### src/rtl/vend_msg_sequencer_if.sv
`default_nettype none
// ============================================================================
// Module   : vend_msg_sequencer_if
// Brief    : Button request / message ROM address bundle for the sequencer.
// Revision : 1.0  initial release
// ============================================================================
interface vend_msg_sequencer_if;
    logic       b0;
    logic       b1;
    logic       b2;
    logic       b3;
    logic [3:0] rom_addr;
    logic       busy;
    logic       done;
    logic [2:0] req_id;

    // Button/display side drives the requests and observes the sequencer.
    modport master (
        output b0, b1, b2, b3,
        input  rom_addr, busy, done, req_id
    );

    modport slave (
        input  b0, b1, b2, b3,
        output rom_addr, busy, done, req_id
    );
endinterface
`default_nettype wire

### src/rtl/vend_msg_sequencer.sv
`default_nettype none
// ============================================================================
// Module   : vend_msg_sequencer
// Brief    : Edge-triggered, priority-arbitrated message ROM address stepper.
// Revision : 1.0  initial release
// ============================================================================
module vend_msg_sequencer #(
    parameter int         DWELL     = 4,
    parameter logic [3:0] IDLE_ADDR = 4'd13
) (
    input  logic                 clk,
    input  logic                 reset,
    vend_msg_sequencer_if.slave  bus
);
    localparam int             CNT_W     = (DWELL > 1) ? $clog2(DWELL) : 1;
    localparam logic [CNT_W-1:0] DWELL_LAST = CNT_W'(DWELL - 1);
    localparam logic [3:0]     TOP_ADDR  = 4'd15;

    typedef enum logic [0:0] {
        IDLE = 1'b0,
        PLAY = 1'b1
    } state_t;

    state_t           state;
    logic [3:0]       sync1;
    logic [3:0]       sync2;
    logic [3:0]       sync3;
    logic [3:0]       edges;
    logic [3:0]       rom_addr;
    logic [3:0]       end_reg;
    logic [CNT_W-1:0] dwell_cnt;
    logic             busy;
    logic             done;
    logic [2:0]       req_id;

    logic [3:0]       win_start;
    logic [3:0]       win_end;
    logic [2:0]       win_id;

    assign edges = sync2 & ~sync3;

    // Fixed priority b1 > b0 > b2 > b3 with each request's address range.
    always_comb begin
        win_start = 4'd0;
        win_end   = 4'd0;
        win_id    = 3'd0;
        if (edges[1]) begin
            win_start = 4'd5;  win_end = 4'd6;  win_id = 3'd2;
        end else if (edges[0]) begin
            win_start = 4'd2;  win_end = 4'd3;  win_id = 3'd1;
        end else if (edges[2]) begin
            win_start = 4'd8;  win_end = 4'd12; win_id = 3'd3;
        end else if (edges[3]) begin
            win_start = 4'd0;  win_end = 4'd0;  win_id = 3'd4;
        end
    end

    always_ff @(posedge clk) begin
        if (reset) begin
            sync1     <= 4'd0;
            sync2     <= 4'd0;
            sync3     <= 4'd0;
            state     <= IDLE;
            rom_addr  <= IDLE_ADDR;
            end_reg   <= 4'd0;
            dwell_cnt <= '0;
            busy      <= 1'b0;
            done      <= 1'b0;
            req_id    <= 3'd0;
        end else begin
            sync1 <= {bus.b3, bus.b2, bus.b1, bus.b0};
            sync2 <= sync1;
            sync3 <= sync2;
            done  <= 1'b0;
            case (state)
                IDLE: begin
                    if (|edges) begin
                        state     <= PLAY;
                        rom_addr  <= win_start;
                        end_reg   <= win_end;
                        req_id    <= win_id;
                        dwell_cnt <= '0;
                        busy      <= 1'b1;
                    end
                end
                PLAY: begin
                    if (edges[3]) begin
                        // Cancel aborts silently and restarts on the b3 range.
                        rom_addr  <= 4'd0;
                        end_reg   <= 4'd0;
                        req_id    <= 3'd4;
                        dwell_cnt <= '0;
                    end else if (dwell_cnt == DWELL_LAST) begin
                        if (rom_addr == end_reg || rom_addr == TOP_ADDR) begin
                            state     <= IDLE;
                            rom_addr  <= IDLE_ADDR;
                            req_id    <= 3'd0;
                            busy      <= 1'b0;
                            done      <= 1'b1;
                            dwell_cnt <= '0;
                        end else begin
                            rom_addr  <= rom_addr + 4'd1;
                            dwell_cnt <= '0;
                        end
                    end else begin
                        dwell_cnt <= dwell_cnt + 1'b1;
                    end
                end
                default: begin
                    state <= IDLE;
                end
            endcase
        end
    end

    assign bus.rom_addr = rom_addr;
    assign bus.busy     = busy;
    assign bus.done     = done;
    assign bus.req_id   = req_id;
endmodule
`default_nettype wire

### src/flat_wrapper.sv
// flat-port wrapper written by rule: the top's interface ports become plain ports
module vend_msg_sequencer_flat 
#(
    parameter int         DWELL     = 4,
    parameter logic [3:0] IDLE_ADDR = 4'd13
)
  (clk, reset, bus_b0, bus_b1, bus_b2, bus_b3, bus_rom_addr, bus_busy, bus_done, bus_req_id);
  vend_msg_sequencer_if bus_i ();
  input  logic clk;
  input  logic reset;
  input wire logic [$bits(bus_i.b0)-1:0] bus_b0;
  input wire logic [$bits(bus_i.b1)-1:0] bus_b1;
  input wire logic [$bits(bus_i.b2)-1:0] bus_b2;
  input wire logic [$bits(bus_i.b3)-1:0] bus_b3;
  output wire logic [$bits(bus_i.rom_addr)-1:0] bus_rom_addr;
  output wire logic [$bits(bus_i.busy)-1:0] bus_busy;
  output wire logic [$bits(bus_i.done)-1:0] bus_done;
  output wire logic [$bits(bus_i.req_id)-1:0] bus_req_id;
  assign bus_i.b0 = bus_b0;
  assign bus_i.b1 = bus_b1;
  assign bus_i.b2 = bus_b2;
  assign bus_i.b3 = bus_b3;
  assign bus_rom_addr = bus_i.rom_addr;
  assign bus_busy = bus_i.busy;
  assign bus_done = bus_i.done;
  assign bus_req_id = bus_i.req_id;
  vend_msg_sequencer #(.DWELL(DWELL), .IDLE_ADDR(IDLE_ADDR)) u_core (.clk(clk), .reset(reset), .bus(bus_i));
endmodule
### config.mk
export PLATFORM = sky130hd
export DESIGN_NAME = vend_msg_sequencer_flat
export DESIGN_NICKNAME = d
export VERILOG_FILES = /design/src/rtl/vend_msg_sequencer_if.sv /design/src/rtl/vend_msg_sequencer.sv /design/src/flat_wrapper.sv
export SDC_FILE = /design/constraint.sdc
export NUM_CORES = 1
export LEC_CHECK = 0
export CAP_MARGIN = 20
export CELL_PAD_IN_SITES_DETAIL_PLACEMENT = 2
export CELL_PAD_IN_SITES_GLOBAL_PLACEMENT = 2
export CORE_MARGIN = 4
export CORE_UTILIZATION = 36
export CTS_CLUSTER_DIAMETER = 200
export DETAILED_ROUTE_END_ITERATION = 8
export PLACE_DENSITY_LB_ADDON = 0.25
export SYNTH_ARGS = -nofsm -noshare
export SYNTH_HDL_FRONTEND = slang
export SYNTH_SLANG_ARGS = --single-unit
### constraint.sdc
create_clock -name clk -period 2.75 [get_ports clk]
set_input_delay 0.4125 -clock clk [delete_from_list [all_inputs] [get_ports clk]]
set_output_delay 0.4125 -clock clk [all_outputs]
set_load 0.02 [all_outputs]
## Yosys cells after proc, flatten, opt, wreduce, memory -nomap -nowiden

Index checks and enable logic that the tools add are counted.

- Bits in writable memories: 0
- Output and inout port bits: 9
- Bits of input ports: 6
- Memories: 0
- Register bits after elaboration: 28
- Latch bits: 0
- Bits in read-only memories: 0

- Order comparisons: 0
- Multiply operators: 0
- Mux-type cells: 38
- Eq/ne operators: 10
- Div/mod/pow operators: 0
- Shift-type cells: 0
- Reduce and logical (&&, ||, !) cells: 7
- Add/sub/neg operators: 2
- Bitwise operators: 4

Operator list:

| cell | number |
|---|---|
| $mux 4 | 12 |
| $mux 3 | 8 |
| $pmux 4 s2 | 2 |
| $mux 1 | 9 |
| $ne 2x2->1 const B | 4 |
| $reduce_or 4->1 | 2 |
| $mux 2 | 3 |
| $ne 3x3->1 const B | 2 |
| $pmux 3 s2 | 1 |
| $add 4x1->4 const B | 1 |
| $and 4x4->4 | 1 |
| $eq 4x4->1 | 1 |
| $eq 4x4->1 const B | 1 |
| $not 4->4 | 1 |
| $pmux 1 s2 | 2 |
| $pmux 2 s2 | 1 |
| $reduce_and 2->1 | 2 |
| $reduce_and 4->1 | 1 |
| $reduce_and 3->1 | 1 |
| $add 2x1->2 const B | 1 |
| $eq 2x2->1 const B | 1 |
| $ne 2x1->1 const B | 1 |
| $not 1->1 | 2 |
| $logic_or 1x1->1 | 1 |

## Depth between registers and ports, before layout

- Depth in word-level cells: 8
- Mapped depth: 5
- Gate-level depth less buffers: 5

## Worst setup path before layout

OpenSTA, ideal clock, no wires.

- Path kind: reg-to-reg
- From: register u_core.rom_addr[3] (netlist: u_core.bus.rom_addr[3])
- To: register u_core.done (netlist: u_core.bus.done)
- Required time: 2670 ps
- Arrival: 1396 ps
- Stages on the path, launching flop included: 5
- Slack: 1274 ps
- Cells stage by stage: dfxtp_1 > xnor2_1 > nand4_1 > a21oi_1 > nor3b_1

- Word-level cells in the longest chain between the ends: 3

Ends and longest elaborated chain:

| element | line | text |
|---|---|---|
| start, declared | vend_msg_sequencer.sv:29 | `logic [3:0] rom_addr;` |
| start signal, assigned | vend_msg_sequencer.sv:79 | `rom_addr <= win_start;` |
| start signal, assigned | vend_msg_sequencer.sv:102 | `rom_addr <= rom_addr + 4'd1;` |
| $eq 4x4->1 | vend_msg_sequencer.sv:94 | `if (rom_addr == end_reg \|\| rom_addr == TOP_ADDR) begin` |
| $logic_or 1x1->1 * | vend_msg_sequencer.sv:94 |  |
| $mux 1 * | vend_msg_sequencer.sv:94 |  |
| end signal, assigned | vend_msg_sequencer.sv:68 | `done <= 1'b0;` |
| end signal, assigned | vend_msg_sequencer.sv:74 | `done <= 1'b0;` |
| end signal, assigned | vend_msg_sequencer.sv:99 | `done <= 1'b1;` |
| end, declared | vend_msg_sequencer.sv:33 | `logic done;` |

Every way passes the cells marked *; elsewhere a longest branch is shown, timed or not.
A chain may end at the register's enable or synchronous reset.

## Final worst setup path

- From: register u_core.rom_addr[3] (netlist: u_core.bus.rom_addr[3])
- To: output bus_rom_addr[3]

RTL lines:

| element | line | text |
|---|---|---|
| end, declared | flat_wrapper.sv:15 | `output wire logic [$bits(bus_i.rom_addr)-1:0] bus_rom_addr;` |

No word-level cell between the ends.

==> results.sh <==
export IMPL_grt_max_degree=25
export IMPL_hold_class="flip-flop to flip-flop"
export IMPL_power_share_clock_pct=21.7
export IMPL_power_density_nw_per_um2=556.6
export IMPL_io_buffers=14
export IMPL_rsz0062_at_grt="false"
export IMPL_worstSkewPairLatency_ns=0.33
export IMPL_internal_power_uw=558.4
export IMPL_post_place_ws_ns=0.8427
export IMPL_setup_viol=0
export IMPL_cts_root_buf="clkbuf_4"
export IMPL_clock_skew_ns=0.001251
export IMPL_max_cap_violations=0
export IMPL_nNetsFinal=147
export IMPL_worstMarginPinSlew_ns=0.5504
export IMPL_cts_htree_levels=1
export IMPL_tns_ns=0
export IMPL_path_max_fanout=6
export IMPL_slew_limit_headroom_pct=63.31
export IMPL_die_height_um=65.97
export IMPL_synth_edf_count=0
export IMPL_cp_start_kind="flip-flop"
export IMPL_drt_pass1_iterations=2
export IMPL_fp_dieW_um=65.97
export IMPL_ir_worst_vdd_mv=0.2401
export IMPL_syn_nets=133
export IMPL_mappedNetlistArea_um2=1210
export IMPL_clock_sinks=28
export IMPL_antenna_left=0
export IMPL_grt_ovfl_total=0
export IMPL_swShare_pct=28.92
export IMPL_rows=20
export IMPL_max_freq_mhz=518.7
export IMPL_crit_path_max_incr_delay_ns=0.67
export IMPL_die_area_um2=4352
export IMPL_place_hpwl_mm=2.137
export IMPL_synthArstFlopShare_pct=0
export IMPL_outcome="finished, final reports clean"
export IMPL_slowest_stage="clkdlybuf4s50_1"
export IMPL_vias=972
export IMPL_p_leak_uw=0.0004922
export IMPL_rrSetupSlack_ns=0.90
export IMPL_report_final_slew_viol_count=0
export IMPL_cp_top_family="buffers and inverters"
export IMPL_wl_mm=2.952
export IMPL_place_congestion=0.7942
export IMPL_core_area_um2=3128
export IMPL_crit_buf_inv=1
export IMPL_viasPerCell=5.370
export IMPL_ys_flop_type="dfxtp_1"
export IMPL_period_share_pct=70.11
export IMPL_post_cts_resized=0
export IMPL_cts_buffers=3
export IMPL_synth_cell_types=37
export IMPL_yosysWarnings=0
export IMPL_power_total_uw=785.6
export IMPL_cp_data_arrival_time_ns=1.52
export IMPL_worstPathCellList="clkdlybuf4s50_1"
export IMPL_grt_pass1_vias=1075
export IMPL_syn_mean_instance_area_um2=9.679
export IMPL_synthCells=125
export IMPL_drtIter0Drc=22
export IMPL_ys_ff_latch=28
export IMPL_cts_setup_buffers=0
export IMPL_start_util_pct=38.68
export IMPL_min_period_ns=1.928
export IMPL_drive_gt1_share_pct=7.299
export IMPL_power_switching_uw=227.2
export IMPL_critPathRequiredTime_ns=2.34
export IMPL_syn_to_final_growth_pct=16.65
export IMPL_cts_tree="done"
export IMPL_hold_viol=0
export IMPL_grt_pass1_wl_mm=5.043
export IMPL_final_cell_area_um2=1411
export IMPL_clkTransAtPathRegs_ns=0.14
export IMPL_power_frac_seq_pct=58.8
export IMPL_crit_type="flip-flop to output port"
export IMPL_grt_usage_pct=15.10
export IMPL_place_area_um2=1389
export IMPL_fin_ws_ns=0.8221
export IMPL_cp_end_kind="output port"
export IMPL_drc_errors=0
export IMPL_combPwrFrac_pct=19.5
export IMPL_seq_area_frac_synth_pct=46.33
export IMPL_antenna_cells=0
export IMPL_hold_buffers=0
export IMPL_wl_per_cell_um=16.31
export IMPL_antenna_found_initial=0
export IMPL_io_pins=15
export IMPL_clock_path_buffers=2
[worst paths after layout]
path	endpoint	start	depth (start not counted)
worst max-delay path	bus_rom_addr[3]	u_core.bus.rom_addr[3]$_SDFFE_PP1P_	1
worst min-delay path	u_core.sync2[3]$_SDFF_PP0_	u_core.sync1[3]$_SDFF_PP0_	1
worst max register to register	u_core.bus.done$_SDFF_PP0_	u_core.bus.rom_addr[3]$_SDFFE_PP1P_	4
worst min register to register	u_core.sync2[3]$_SDFF_PP0_	u_core.sync1[3]$_SDFF_PP0_	1
[cell families after synthesis]
kind of cell	synth area share, %
AOI/OAI and AO/OA	16.75
xor gates and xnor gates	3.619
adders and majority gates	2.068
buffers and inverters	2.275
DFF	46.33
muxes	0.8273
and+or+nand+nor	28.13
[power by group through the flow]
stage          Clock, uW  Sequential [uW]  Combinational, uW
6_report             171              462                153
5_1_grt              199              468                167
4_1_cts              178              462                154
3_5_place_dp           0              472                153
3_3_place_gp           0              470                149
2_1_floorplan          0              474               92.4
[final cells by class]
type                    instances  area (um2)
clock buffers                   3       22.52
inverters                       1       3.754
fillers                       358        1717
multi-input cells              90       621.8
flip-flops and latches         28       560.5
repair buffers                 15       147.6
well taps                      44       55.05
[placed cells by master (no fill, tap or decap), types with 4 or more instances in the layout]
cell type,synthesis,final
a21oi_1,8,8
clkdlybuf4s50_1,0,14
dfxtp_1,28,28
nand2b_1,6,6
nand3_1,4,4
nor2_1,7,7
nor2b_1,13,13
o21ai_0,5,5
xnor2_1,4,4
[metrics by stage]
stage          cells  utilization [%]  hold WS, ns
6_report         181            45.12       0.4563
3_3_place_gp     178            44.40       0.4197
5_1_grt          181            45.12       0.4762
2_1_floorplan    125                -       0.4138
4_1_cts          181            45.12       0.4589
3_5_place_dp     178            44.40       0.4273
[synth_stat cells, types with 2 or more instances]
cell type	number	area, um2
clkbuf_1	5	18.77
nand2_1	3	11.26
a31o_2	2	17.52
nand3_1	4	20.02
nand4_1	2	12.51
nor2b_4	2	27.53
nor3_1	2	10.01
a31oi_1	2	12.51
o21ai_0	5	25.02
a21oi_1	8	40.04
ha_1	2	25.02
o22ai_1	2	12.51
dfxtp_1	28	560.5
nand2b_1	6	37.54
a32oi_1	3	26.28
nor3b_1	2	15.01
nor2_1	7	26.28
xnor2_1	4	35.03
and3_1	3	18.77
nor2b_1	13	81.33
nand3b_1	3	22.52
nand4b_1	2	17.52
[per-layer routing]
layer,GRT usage [%],up-vias,wire length (um),part of all wire (%)
met1,18.19,477,1354,46
met2,26.78,14,1468,50
li1,-,476,-,-
met4,5.330,0,40,1.4
met5,0,-,0,0
met3,2.551,5,89,3.0
Power figures use the tool's default switching activity.
